File: src/rtl/tone_pkg.sv
// Shared types, widths and the phase-to-waveform mapping for the tone oscillator.
package tone_pkg;

  localparam int SAMPLE_W = 16;
  localparam int PHASE_W  = 32;
  localparam int AMP_W    = 8;

  localparam logic [AMP_W-1:0] AMP_MAX = '1;

  typedef enum logic [1:0] {
    WAVE_SQUARE = 2'd0,
    WAVE_SAW    = 2'd1,
    WAVE_TRI    = 2'd2,
    WAVE_SILENT = 2'd3
  } wave_sel_t;

  typedef enum logic [1:0] {
    ENV_IDLE    = 2'd0,
    ENV_ATTACK  = 2'd1,
    ENV_SUSTAIN = 2'd2,
    ENV_RELEASE = 2'd3
  } env_state_t;

  // acc_top is acc[31:15]; the lower phase bits never reach the waveform.
  function automatic logic [SAMPLE_W-1:0] wave_lookup(input wave_sel_t sel,
                                                      input logic [16:0] acc_top);
    logic [15:0] fold;
    logic [SAMPLE_W-1:0] result;
    fold = acc_top[16] ? ~acc_top[15:0] : acc_top[15:0];
    case (sel)
      WAVE_SQUARE: result = acc_top[16] ? 16'h8000 : 16'h7fff;
      WAVE_SAW:    result = {~acc_top[16], acc_top[15:1]};
      WAVE_TRI:    result = {~fold[15], fold[14:0]};
      default:     result = '0;
    endcase
    return result;
  endfunction

endpackage

File: src/rtl/tone_env.sv
// ADSR-style envelope (no decay) advancing only on sample ticks; amp saturates at 0 and 255.
module tone_env
  import tone_pkg::*;
#(
  parameter int ATTACK_STEP  = 8,
  parameter int RELEASE_STEP = 4
) (
  input  logic             clk_in,
  input  logic             rst_n_in,
  input  logic             tick,
  input  logic             gate,
  output logic [AMP_W-1:0] amp,
  output env_state_t       state,
  output logic             release_done
);

  localparam logic [AMP_W:0] ATK = (AMP_W+1)'(ATTACK_STEP);
  localparam logic [AMP_W:0] REL = (AMP_W+1)'(RELEASE_STEP);

  logic [AMP_W:0] attack_sum;
  logic           attack_full;
  logic           release_empty;

  assign attack_sum    = {1'b0, amp} + ATK;
  assign attack_full   = attack_sum >= {1'b0, AMP_MAX};
  assign release_empty = {1'b0, amp} <= REL;

  // Lets the top clear the phase accumulator on the same tick that the envelope dies.
  assign release_done = tick && (state == ENV_RELEASE) && !gate && release_empty;

  always_ff @(posedge clk_in or negedge rst_n_in) begin
    if (!rst_n_in) begin
      state <= ENV_IDLE;
      amp   <= '0;
    end else if (tick) begin
      case (state)
        ENV_IDLE: begin
          if (gate) begin
            amp   <= attack_full ? AMP_MAX : attack_sum[AMP_W-1:0];
            state <= attack_full ? ENV_SUSTAIN : ENV_ATTACK;
          end else begin
            amp <= '0;
          end
        end
        ENV_ATTACK: begin
          if (!gate) begin
            state <= ENV_RELEASE;
          end else begin
            amp   <= attack_full ? AMP_MAX : attack_sum[AMP_W-1:0];
            state <= attack_full ? ENV_SUSTAIN : ENV_ATTACK;
          end
        end
        ENV_SUSTAIN: begin
          amp <= AMP_MAX;
          if (!gate) state <= ENV_RELEASE;
        end
        default: begin
          if (gate) begin
            state <= ENV_ATTACK;
          end else if (release_empty) begin
            amp   <= '0;
            state <= ENV_IDLE;
          end else begin
            amp <= amp - REL[AMP_W-1:0];
          end
        end
      endcase
    end
  end

endmodule

File: src/rtl/tone_osc.sv
// Phase-accumulator tone oscillator with 2-cycle amplitude pipeline.
// Define TONE_OSC_ENVELOPE_EN to use the tone_env envelope instead of a plain gate.
module tone_osc
  import tone_pkg::*;
#(
  parameter int ATTACK_STEP  = 8,
  parameter int RELEASE_STEP = 4
) (
  input  logic                clk_in,
  input  logic                rst_n_in,
  input  logic [PHASE_W-1:0]  phase_incr_in,
  input  logic                note_on_in,
  input  logic                sample_tick_in,
  input  logic [1:0]          wave_sel_in,
  output logic [SAMPLE_W-1:0] sample_out,
  output logic                sample_valid_out,
  output logic [1:0]          env_state_out
);

  logic [PHASE_W-1:0] acc_reg;
  logic [AMP_W-1:0]   amp_cur;
  env_state_t         state_cur;
  logic               acc_clear;

`ifdef TONE_OSC_ENVELOPE_EN
  logic release_done;

  tone_env #(
    .ATTACK_STEP (ATTACK_STEP),
    .RELEASE_STEP(RELEASE_STEP)
  ) u_env (
    .clk_in      (clk_in),
    .rst_n_in    (rst_n_in),
    .tick        (sample_tick_in),
    .gate        (note_on_in),
    .amp         (amp_cur),
    .state       (state_cur),
    .release_done(release_done)
  );

  assign acc_clear = (state_cur == ENV_IDLE) || release_done;
`else
  localparam int unused_steps = ATTACK_STEP + RELEASE_STEP;

  env_state_t gate_state_reg;

  // The gate itself is the amplitude; only the debug state is registered.
  always_ff @(posedge clk_in or negedge rst_n_in) begin
    if (!rst_n_in) begin
      gate_state_reg <= ENV_IDLE;
    end else if (sample_tick_in) begin
      gate_state_reg <= note_on_in ? ENV_SUSTAIN : ENV_IDLE;
    end
  end

  assign amp_cur   = note_on_in ? AMP_MAX : '0;
  assign state_cur = gate_state_reg;
  assign acc_clear = !note_on_in;
`endif

  assign env_state_out = state_cur;

  logic [16:0]         snap_top_reg;
  wave_sel_t           snap_sel_reg;
  logic [AMP_W-1:0]    snap_amp_reg;
  logic                snap_valid_reg;
  logic [SAMPLE_W-1:0] wave1_reg;
  logic [AMP_W-1:0]    amp1_reg;
  logic                valid1_reg;
  logic [SAMPLE_W-1:0] sample_reg;
  logic                sample_valid_reg;

  logic signed [23:0]  product;
  logic                unused_product_bits;

  // Amp is unsigned, so it gets a zero sign bit before the signed multiply.
  assign product             = $signed(wave1_reg) * $signed({1'b0, amp1_reg});
  assign unused_product_bits = ^product[7:0];

  always_ff @(posedge clk_in or negedge rst_n_in) begin
    if (!rst_n_in) begin
      acc_reg          <= '0;
      snap_top_reg     <= '0;
      snap_sel_reg     <= WAVE_SILENT;
      snap_amp_reg     <= '0;
      snap_valid_reg   <= 1'b0;
      wave1_reg        <= '0;
      amp1_reg         <= '0;
      valid1_reg       <= 1'b0;
      sample_reg       <= '0;
      sample_valid_reg <= 1'b0;
    end else begin
      snap_valid_reg <= sample_tick_in;
      if (sample_tick_in) begin
        acc_reg      <= acc_clear ? '0 : acc_reg + phase_incr_in;
        snap_top_reg <= acc_reg[31:15];
        snap_sel_reg <= wave_sel_t'(wave_sel_in);
        snap_amp_reg <= amp_cur;
      end

      valid1_reg <= snap_valid_reg;
      if (snap_valid_reg) begin
        wave1_reg <= wave_lookup(snap_sel_reg, snap_top_reg);
        amp1_reg  <= snap_amp_reg;
      end

      sample_valid_reg <= valid1_reg;
      if (valid1_reg) sample_reg <= product[23:8];
    end
  end

  assign sample_out       = sample_reg;
  assign sample_valid_out = sample_valid_reg;

endmodule

File: config.mk
export PLATFORM = sky130hd
export DESIGN_NAME = tone_osc
export DESIGN_NICKNAME = d
export VERILOG_FILES = /design/src/rtl/tone_pkg.sv /design/src/rtl/tone_env.sv /design/src/rtl/tone_osc.sv
export SDC_FILE = /design/constraint.sdc
export NUM_CORES = 1
export LEC_CHECK = 0
export ABC_CLOCK_PERIOD_IN_PS = 4900
export CORE_UTILIZATION = 55
export CTS_CLUSTER_DIAMETER = 80
export DETAILED_ROUTE_END_ITERATION = 6
export PLACE_DENSITY = 0.76
export SLEW_MARGIN = 20
export SYNTH_ARGS = -nofsm -noshare
export SYNTH_HDL_FRONTEND = slang
export SYNTH_SLANG_ARGS = --single-unit
export TNS_END_PERCENT = 1
File: constraint.sdc
create_clock -name clk_in -period 4.9 [get_ports clk_in]
set_input_delay 0.49 -clock clk_in [delete_from_list [all_inputs] [get_ports clk_in]]
set_output_delay 0.49 -clock clk_in [all_outputs]
set_load 0.02 [all_outputs]
# == Word-level counts from Yosys, hierarchy flattened ==
# Index checks and enable logic that the tools add are counted.
# word_totals
register_bits,104
inputBits,38
output_inout_bits,19
elab_cells,25
# op_classes
addsub,1
mul,1
n_eq_ne,2
n_mux,6
bitwise_logic,3
reduce_logical,1
# op_table
op,count
case mux 16 bit (3 select lines),1
adder 32 bit,1
2-to-1 mux 16 bit,2
2-to-1 mux 32 bit,1
multiplier 16 x 9 -> 24 bit,1
NOT 16 bit,1
2-to-1 mux 8 bit,1
== test 2 x 1 -> 1 bit (second input constant),1
== test 2 bit (second input constant),1
logical NOT 2 bit,1
2-to-1 mux 2 bit,1
NOT 1 bit,2

# == Longest topological paths before layout ==
# depth
depth_word,4
mapped_depth,21
depth_no_buf,20

# == Worst setup path before layout ==
# OpenSTA, ideal clock, no wires.
# synth_path
path_type,flip-flop to flip-flop
from,register amp1_reg[6]
to,"register sample_reg[13], in the netlist sample_out[13]"
setup_time_ns,0.125
arrival_time_ns,4.906
t_required_ns,4.775
path_slack_ns,-0.130
stages_incl_launch_ff,19
path_buffers,2
synth_period_minus_slack_ns,5.030
cell_sequence,dfrtp_1 -> clkbuf_1 -> clkbuf_1 -> and2_1 -> fa_1 -> fa_1 -> fa_1 -> inv_1 -> fa_1 -> inv_1 -> ha_1 -> a21o_1 -> a21oi_1 -> o21ai_0 -> a211oi_1 -> nor2_1 -> a21oi_1 -> xnor2_1 -> mux2_2
# synth_via
elab_chain_cells,1
# synth_rtl
element,line_no,source
start: declaration,tone_osc.sv:68,logic [AMP_W-1:0] amp1_reg;
start signal: assignment,tone_osc.sv:104,amp1_reg <= snap_amp_reg;
multiplier 16 x 9 -> 24 bit,tone_osc.sv:77,"assign product = $signed(wave1_reg) * $signed({1'b0, amp1_reg});"
end signal: assignment,tone_osc.sv:108,if (valid1_reg) sample_reg <= product[23:8];
end: declaration,tone_osc.sv:70,logic [SAMPLE_W-1:0] sample_reg;
# No other way between the ends.
# A chain may end at the register's enable or synchronous reset.

# == Worst setup path after layout ==
# layout_path
from,register wave1_reg[6]
to,"register sample_reg[13], in the netlist sample_out[13]"
# layout_via
elab_chain_cells,1
# layout_rtl
element,line_no,source
start: declaration,tone_osc.sv:67,logic [SAMPLE_W-1:0] wave1_reg;
start signal: assignment,tone_osc.sv:103,"wave1_reg <= wave_lookup(snap_sel_reg, snap_top_reg);"
multiplier 16 x 9 -> 24 bit,tone_osc.sv:77,
# No other way between the ends.

==> reports/results.ini <==
[status]
status=completed

[layout]
regArea_mm2=0.002213
drive_gt1_frac=0.1188
largest_reg_flops=32
num_antenna_cells=0
multi_input_area_mm2=0.005359
fin_nets=1118
area_delta_synth_final_pct=14.65
postLayoutCoreUtil=0.6471
fillers=1201

[critical_path]
startpoint=wave1_reg[6]
timing.rr.start=wave1_reg[6]
crit_type=reg2reg
worstSetupEndpointType=flip-flop
worstSetupStartpointType=flip-flop
crit_arrival_ns=4.95
cp_max_fo=7
cp.required_ns=5.14

[cts]
cts_buffers=9
htree_levels=3
root_buffer=clkbuf_16
insertion_delay_ns=0.35
max-clock-path-buffers=2
cts_tree=yes
cts_hold_buffers=0
path_clk_slew_ns=0.06
clock-sinks=88

[yosys]
syn_area_per_cell_um2=9.109
synth_flop_cell=dfrtp_1
synth_fa_ha_area_frac=0.2437
async_flop_share=1.000
yosysSeqAreaShare=0.2677
ys_ff_latch=88
syn_area_mm2=0.008234
synthSimpleGateAreaFrac=0.1064
synth-compound-area-share=0.1520
synthMuxAreaShare=0.05045
yosysWarnings=0
synthCells=904
synthesis.nets=1067
synth_xor_area_frac=0.09041
synth_top_family_by_area=adder cells
synth_edf_count=0
synth_cell_types=57

[timing]
post-route-period-util=0.9624
drv_slew=0
maxSlewHeadroom=0.3051
period_minus_slack_ns=4.716
hold_viol=0
rsz0062_at_grt=true
max_freq_mhz=212.1
skew_ns=0.007897
worstMarginPinSlew_ns=1.040
setup_viol=0

[floorplan]
io_pins=57
start_util=0.5644
die_y_um=124.4
row_count=44
core-area_mm2=0.01459
die_area_mm2=0.01546
die_w_um=124.4

[global_route]
antenna_found_initial=0
track_usage=0.2055
grt_max_degree=71
grt_pass1_wl_mm=26.48
grt_overflow=0
first_global_vias=6010

[detailed_routing]
vias=5922
wl_per_cell_um=13.10
drt-vias-per-instance=5.177
route.detailed.drc=0
drtIter0Drc=156
dr.pass1.iters=4
ant_nets=0
wl_mm=14.99

[flow_run]
cap_violations=0

[placed_design]
place.gp.congestion=0.8579
portBuffers=55
dpl.hpwl_mm=11.59

[min_path]
hold_path.class=in2async

## stage by stage
stage | worst slack [ns] | hold slack [ns] | instances | area (µm²) | setup TNS (ns)
2_1_floorplan | 0.02112 | 0.1944 | 904 | 8237 | 0
3_3_place_gp | 0.04620 | 0.3762 | 1126 | 9035 | 0
3_5_place_dp | -0.04112 | 0.3824 | 1126 | 9035 | -0.06620
4_1_cts | 0.07460 | 0.004755 | 1142 | 9343 | 0
5_1_grt | -0.06177 | 0.01608 | 1144 | 9440 | -0.1332
6_report | 0.1841 | 0.003259 | 1144 | 9440 | 0
## cell type report
cell class              instances  share of cell area
flip-flops and latches         88              0.2345
inverters                     155             0.06163
repair buffers                 79             0.07979
clock inverters                 7            0.008217
clock buffers                   9             0.02386
multi-input cells             622              0.5677
well taps                     184             0.02439
## cells in the mapped netlist, types with 2 or more instances
| cell | n | share of area |
|---|---|---|
| mux2_2 | 36 | 0.049 |
| a211oi_1 | 4 | 0.0036 |
| nor2b_1 | 6 | 0.0046 |
| a21boi_0 | 8 | 0.0073 |
| dfrtp_1 | 86 | 0.26 |
| buf_1 | 6 | 0.0027 |
| o221ai_1 | 2 | 0.0021 |
| or3_1 | 3 | 0.0023 |
| o21ai_0 | 21 | 0.013 |
| nand3_2 | 2 | 0.0024 |
| nand2_1 | 51 | 0.023 |
| o21bai_1 | 10 | 0.0091 |
| nand2b_1 | 25 | 0.019 |
| a21oi_2 | 2 | 0.0021 |
| or2_2 | 3 | 0.0023 |
| nor2_1 | 52 | 0.024 |
| o21ai_1 | 3 | 0.0018 |
| a211oi_2 | 2 | 0.0030 |
| o2111ai_1 | 2 | 0.0021 |
| nor3_1 | 5 | 0.0030 |
| inv_1 | 155 | 0.071 |
| a311o_1 | 2 | 0.0024 |
| o21a_1 | 4 | 0.0036 |
| a21oi_1 | 59 | 0.036 |
| o22ai_1 | 27 | 0.021 |
| xnor2_1 | 59 | 0.063 |
| o21ai_2 | 2 | 0.0021 |
| fa_1 | 59 | 0.14 |
| a21o_1 | 21 | 0.019 |
| a31oi_1 | 4 | 0.0030 |
| xor2_1 | 26 | 0.028 |
| nand3_1 | 23 | 0.014 |
| o31ai_1 | 3 | 0.0027 |
| dfstp_2 | 2 | 0.0064 |
| o211ai_1 | 2 | 0.0018 |
| ha_1 | 66 | 0.10 |
| and2_1 | 10 | 0.0076 |
| clkbuf_1 | 32 | 0.015 |
## worst max-delay path, stage by stage, from the launching register on
cell and delay, ns:
dfrtp_2 0.45, xor2_1 0.19, nand2_2 0.12, xnor2_2 0.19, inv_1 0.09, fa_1 0.51, fa_1 0.50, inv_1 0.06
fa_1 0.53, inv_1 0.04, ha_1 0.34, a21o_1 0.19, a21oi_1 0.17, o21ai_2 0.09, and4_1 0.23, a211oi_2 0.29
nor2_1 0.13, a21oi_2 0.15, xnor2_1 0.07, mux2_2 0.25
## cell families (layout without fill, tap and decap cells)
group           count (synthesis)  count (layout)
compound gates                190             190
buf+inv                       194             250
flops                          88              88
simple gates                  184             184
fa+ha+maj                     125             125
xor+xnor                       85              85
other cells                     1               1
mux                            37              37
## layer usage
layer  vias to the layer above  track usage  part of all wire
li1                       3069            -                 -
met1                      2758       0.2707              0.48
met2                        76       0.3464              0.48
met3                        19      0.03179             0.026
met4                         0      0.06520             0.015
met5                         -            0                 0
## what timing repair did
item / CTS / global route
gates cloned: 0 / 1
pin swaps: 0 / 5
setup buffers: 0 / 1
endpoints found under the setup margin: 2 / 9
resized for setup: 1 / 19
## path summary, 6_finish.rpt
| check | slack [ns] | depth (start not counted) | endpoint |
|---|---|---|---|
| worst max-delay path | 0.18 | 19 | sample_out[13] |
| worst min-delay path | 0.003 | 1 | sample_out[6] |
| worst max register to register | 0.18 | 19 | sample_out[13] |
| worst min register to register | 0.50 | 1 | sample_out[3] |
| max in group asynchronous | 3.71 | 2 | amp1_reg[6] |
| min in group clk_in | 0.50 | 1 | sample_out[3] |
## layout by cell type, fill, tap and decap left out, types with 20 or more instances in the layout
master	instances
mux2_2	36
nand2_1	50
nor2_1	52
a21oi_1	56
inv_1	155
fa_1	59
buf_4	23
a21o_1	21
nand3_1	23
o22ai_1	27
nand2b_1	25
ha_1	65
o21ai_0	20
xnor2_1	56
clkdlybuf4s50_1	53
dfrtp_1	79
xor2_1	26
Power is not shown: default switching activity piles up to over one toggle a cycle in this logic, so the estimate is an artifact.
==> patch 1 (same flow settings) <==
Set the package constant `AMP_W` to 6 (it was 8).
--- a/src/rtl/tone_pkg.sv
+++ b/src/rtl/tone_pkg.sv
@@ -3,7 +3,7 @@
 
   localparam int SAMPLE_W = 16;
   localparam int PHASE_W  = 32;
-  localparam int AMP_W    = 8;
+  localparam int AMP_W    = 6;
 
   localparam logic [AMP_W-1:0] AMP_MAX = '1;
 
Formal check against the unedited RTL: not equivalent (Yosys sat finds a counterexample within 4 cycles, from zero or initial values and one cycle with rst_n_in low).
==> patch 1 against the unedited design <==
Final area shrank 4.4%; wire length grew 3.0%; maximum frequency grew 1.4%; worst setup slack gained 0.065 ns; synthesized cell count shrank 3.3%; count of clock-buffer cells in the layout grew 1; via count grew 3.8%; synthesized area shrank 3.4%; sequential cell count shrank 1; core utilization shrank 0.18 points; largest cell class unchanged.
==> patch 1: results (changes against the unedited design) <==
run status - finished clean
sequential share of the synthesized area - 27.39% (+0.62 points)
layout filler cell count - 1183 (-1.5%)
grt met2 use - 39.54% (+4.9 points)
wire length on met1 - 7101 um (-1.3%)
xor and xnor area share after synthesis - 8.475% (-0.57 points)
synth unique cells - 69 (+21%)
worst-case hold slack - 0.01136 ns (+0.008103 ns)
flip-flop count of the largest register after layout - 32 (unchanged)
met3 WL - 445 um (+15%)
transition at the pin with the smallest max-transition slack - 0.9141 ns (-0.1262 ns)
Reg-to-Reg End - sample_out[6]
via total after detailed routing - 6147 (+3.8%)
met2 WL - 7707 um (+7.4%)
minimum clock period after layout - 4.650 ns (-0.06546 ns)
placed insts - 1084 (-3.7%)
slack of the worst reg-to-reg path - 0.25 ns (+0.07 ns)
met1 track demand over resource - 28.80% (+1.7 points)
via count of the first global-routing pass - 5929 (-1.3%)
count of cells along the worst register-to-register path - 16 (-3)
WL/cell - 13.98 um (+6.7%)
Post-Place Setup Slack - -0.06630 ns (-0.02519 ns)
Post-Syn Instances - 874 (-3.3%)
Clock Pin Slew Worst Setup and Hold Paths - 0.06 ns (about the same)
# nets final - 1062 (-5.0%)
overall routing resource usage - 22.74% (+2.2 points)
standard cell area after detailed placement - 8663 um^2 (-4.1%)
1st-iter DRT viols - 279 (+79%)
ranking of synthesized cells by area - sky130_fd_sc_hd__dfrtp_1 27%, sky130_fd_sc_hd__fa_1 11%, sky130_fd_sc_hd__ha_1 9.7%
TritonRoute pass-1 iters - 5 (+1)
post-synth net total - 1017 (-4.7%)
first-pass GRT wire length - 27290 um (+3.0%)
mux cell area share after synthesis - 3.947% (-1.1 points)
CP Data Arrival Time - 4.88 ns (-0.07 ns)
wire length reported by the detailed router - 15430 um (+3.0%)
met3 demand-to-capacity share in global routing - 4.414% (+1.2 points)
skew final - 0.005427 ns (-0.002470 ns)
[patch 1: cell types whose count changed after synthesis, sizes merged, moves of 9 or more]
cell and change:
inv -58, and3 +28, o22ai -27, o2bb2ai +21, xnor2 -17, fa -16
nand3 -12, mux2 -9, nand2b -9, xor2 +9
[patch 1: worst max-delay path: stages (launching register included)]
cell	delay (ns)
sky130_fd_sc_hd__dfrtp_2	0.48
sky130_fd_sc_hd__buf_6	0.19
sky130_fd_sc_hd__nand2_1	0.12
sky130_fd_sc_hd__xor2_1	0.19
sky130_fd_sc_hd__fa_1	0.47
sky130_fd_sc_hd__fa_1	0.55
sky130_fd_sc_hd__inv_1	0.06
sky130_fd_sc_hd__fa_1	0.51
sky130_fd_sc_hd__inv_1	0.05
sky130_fd_sc_hd__ha_1	0.32
sky130_fd_sc_hd__a2111oi_1	0.34
sky130_fd_sc_hd__o21ai_1	0.17
sky130_fd_sc_hd__nand3_1	0.19
sky130_fd_sc_hd__a31oi_1	0.23
sky130_fd_sc_hd__a21o_1	0.26
sky130_fd_sc_hd__xor2_1	0.14
sky130_fd_sc_hd__mux2_2	0.26
[patch 1: where the power goes]
group	internal, mW	switching [mW]
sequential	1.02	0.284
combinational	2.21	2.52
clock	0.397	0.295
[patch 1: repair_timing]
item                       CTS  global route
cloned                       0             0
buffers inserted             0             4
gates resized for setup      1             8
setup endpoints to repair    6            10
[patch 1: layout make-up]
cell class,count,area [um^2],area share [%]
multi-input combinational,653,5289,58.59
sequential,87,2182,24.18
timing repair buffer,70,664.4,7.361
inverter,98,367.9,4.075
clock buffer,10,229.0,2.537
tap,180,225.2,2.495
clock inverter,6,68.82,0.7624
==> patch 2 (same flow settings) <==
Made on the original files. Reset style: synchronous (`rst_n_in`), changed in 2 clocked blocks.
--- a/src/rtl/tone_osc.sv
+++ b/src/rtl/tone_osc.sv
@@ -45,7 +45,7 @@
   env_state_t gate_state_reg;
 
   // The gate itself is the amplitude; only the debug state is registered.
-  always_ff @(posedge clk_in or negedge rst_n_in) begin
+  always_ff @(posedge clk_in) begin
     if (!rst_n_in) begin
       gate_state_reg <= ENV_IDLE;
     end else if (sample_tick_in) begin
@@ -77,7 +77,7 @@
   assign product             = $signed(wave1_reg) * $signed({1'b0, amp1_reg});
   assign unused_product_bits = ^product[7:0];
 
-  always_ff @(posedge clk_in or negedge rst_n_in) begin
+  always_ff @(posedge clk_in) begin
     if (!rst_n_in) begin
       acc_reg          <= '0;
       snap_top_reg     <= '0;
Function: differs if rst_n_in is asserted again (counterexample within 4 cycles, from zero or initial values and one cycle with rst_n_in low); with rst_n_in held inactive, the same outputs for 4 cycles.
==> patch 2 against the unedited design <==
Wire length grew 24%; synthesized area down 1.8%; die area is 1.8% lower; final area is 0.62% lower; sequential cell count is the same; core utilization is 1.8 points higher; critical endpoint is now sample_out[13]; critical path type unchanged; worst setup slack worse by 0.055 ns; non-clock buffer count grew 6.
Power is left out: it rests on default switching activity, and per cell area and clock period it moved more than threefold.
==> patch 2: results (changes against the unedited design) <==
Reg-to-Reg End - sample_out[13]
number of gates resized after cts - 3 (+2)
via total after detailed routing - 6869 (+16%)
wire length on met1 - 8923 um (+24%)
ranking of synthesized cells by area - sky130_fd_sc_hd__dfxtp_1 22%, sky130_fd_sc_hd__fa_1 15%, sky130_fd_sc_hd__ha_1 10%
Non-Filler Cell Area, Final - 9382 um^2 (-0.62%)
standard cell area after detailed placement - 8874 um^2 (-1.8%)
total half-perimeter wirelength after legalization and detailed placement - 13880 um (+20%)
critical path class - flop to flop
transition at the pin with the smallest max-transition slack - 1.065 ns (+0.02471 ns)
layout filler cell count - 1180 (-1.7%)
count of cells along the worst register-to-register path - 18 (-1)
fraction of layout instances using a drive strength above 1 - 10.03% (-1.8 points)
placed insts - 1176 (+4.4%)
sequential share of the synthesized area - 21.79% (-5.0 points)
first-pass GRT wire length - 31080 um (+17%)
hold crit path type - flop to flop
WL/cell - 15.48 um (+18%)
met3 WL - 639 um (+65%)
synth unique cells - 64 (+12%)
RR Startpoint - amp1_reg[6]
Achievable Freq - 209.6 MHz (-1.1%)
gp weighted congestion - 0.8858 (+3.3%)
1st-iter DRT viols - 429 (+180%)
Post-Place Setup Slack - -0.04040 ns (+0.0007164 ns)
met2 WL - 8791 um (+22%)
TritonRoute pass-1 iters - 5 (+1)
most frequent cells after synthesis - 124 x sky130_fd_sc_hd__inv_1, 88 x sky130_fd_sc_hd__dfxtp_1, 76 x sky130_fd_sc_hd__nor2_1
mean cell area of the mapped netlist - 8.370 um^2 (-8.1%)
Async SR Flop Fraction - 0% (-100 points)
number of vias per cell - 5.739 (+11%)
via count of the first global-routing pass - 6492 (+8.0%)
slack of the worst reg-to-reg path - 0.13 ns (-0.05 ns)
post-synth net total - 1129 (+5.8%)
overall routing resource usage - 26.11% (+5.6 points)
skew final - 0.008231 ns (+0.0003337 ns)
run status - finished clean
-- patch 2: changes by cell type in the layout (fill, tap and decap cells not counted), moves of 23 or more --
| cell | unedited run | this run |
|---|---|---|
| sky130_fd_sc_hd__nor2_1 | 52 | 75 |
| sky130_fd_sc_hd__dfrtp_1 | 79 | 0 |
| sky130_fd_sc_hd__o22ai_1 | 27 | 0 |
| sky130_fd_sc_hd__inv_1 | 155 | 123 |
| sky130_fd_sc_hd__mux2i_1 | 1 | 28 |
| sky130_fd_sc_hd__xnor2_1 | 56 | 27 |
| sky130_fd_sc_hd__dfxtp_1 | 0 | 80 |
| sky130_fd_sc_hd__o21ai_0 | 20 | 49 |
-- patch 2: cells by family after synthesis --
kind of cell	count (synthesis)	share of synthesized area [%]
AOI/OAI and AO/OA	240	19.72
xor gates and xnor gates	53	5.741
adders and majority gates	125	24.82
buffers and inverters	177	8.264
DFF	88	21.79
muxes	45	5.834
other	1	0.04638
and+or+nand+nor	237	13.79
-- patch 2: final cells by class --
type	count	area share, %
repair buffers	85	8.349
multi-input cells	701	61.74
flip-flops and latches	88	18.91
inverters	127	5.121
clock inverters	3	0.4935
well taps	180	2.401
clock buffers	13	2.987
-- patch 2: worst min path at each step --
stage | slack (ns) | depth (start not counted) | to
6_report | 0.46 | 2 | acc_reg[14]
5_1_grt | 0.49 | 2 | acc_reg[14]
4_1_cts | 0.46 | 2 | acc_reg[14]
3_5_place_dp | 0.45 | 2 | acc_reg[14]
3_3_place_gp | 0.44 | 2 | acc_reg[14]
2_1_floorplan | 0.43 | 2 | acc_reg[12]
-- patch 2: routing by layer --
layer	GRT usage, %	vias to the layer above
li1	-	3414
met1	35.25	3291
met2	44.20	147
met3	3.690	17
met4	5.798	0
met5	0	-
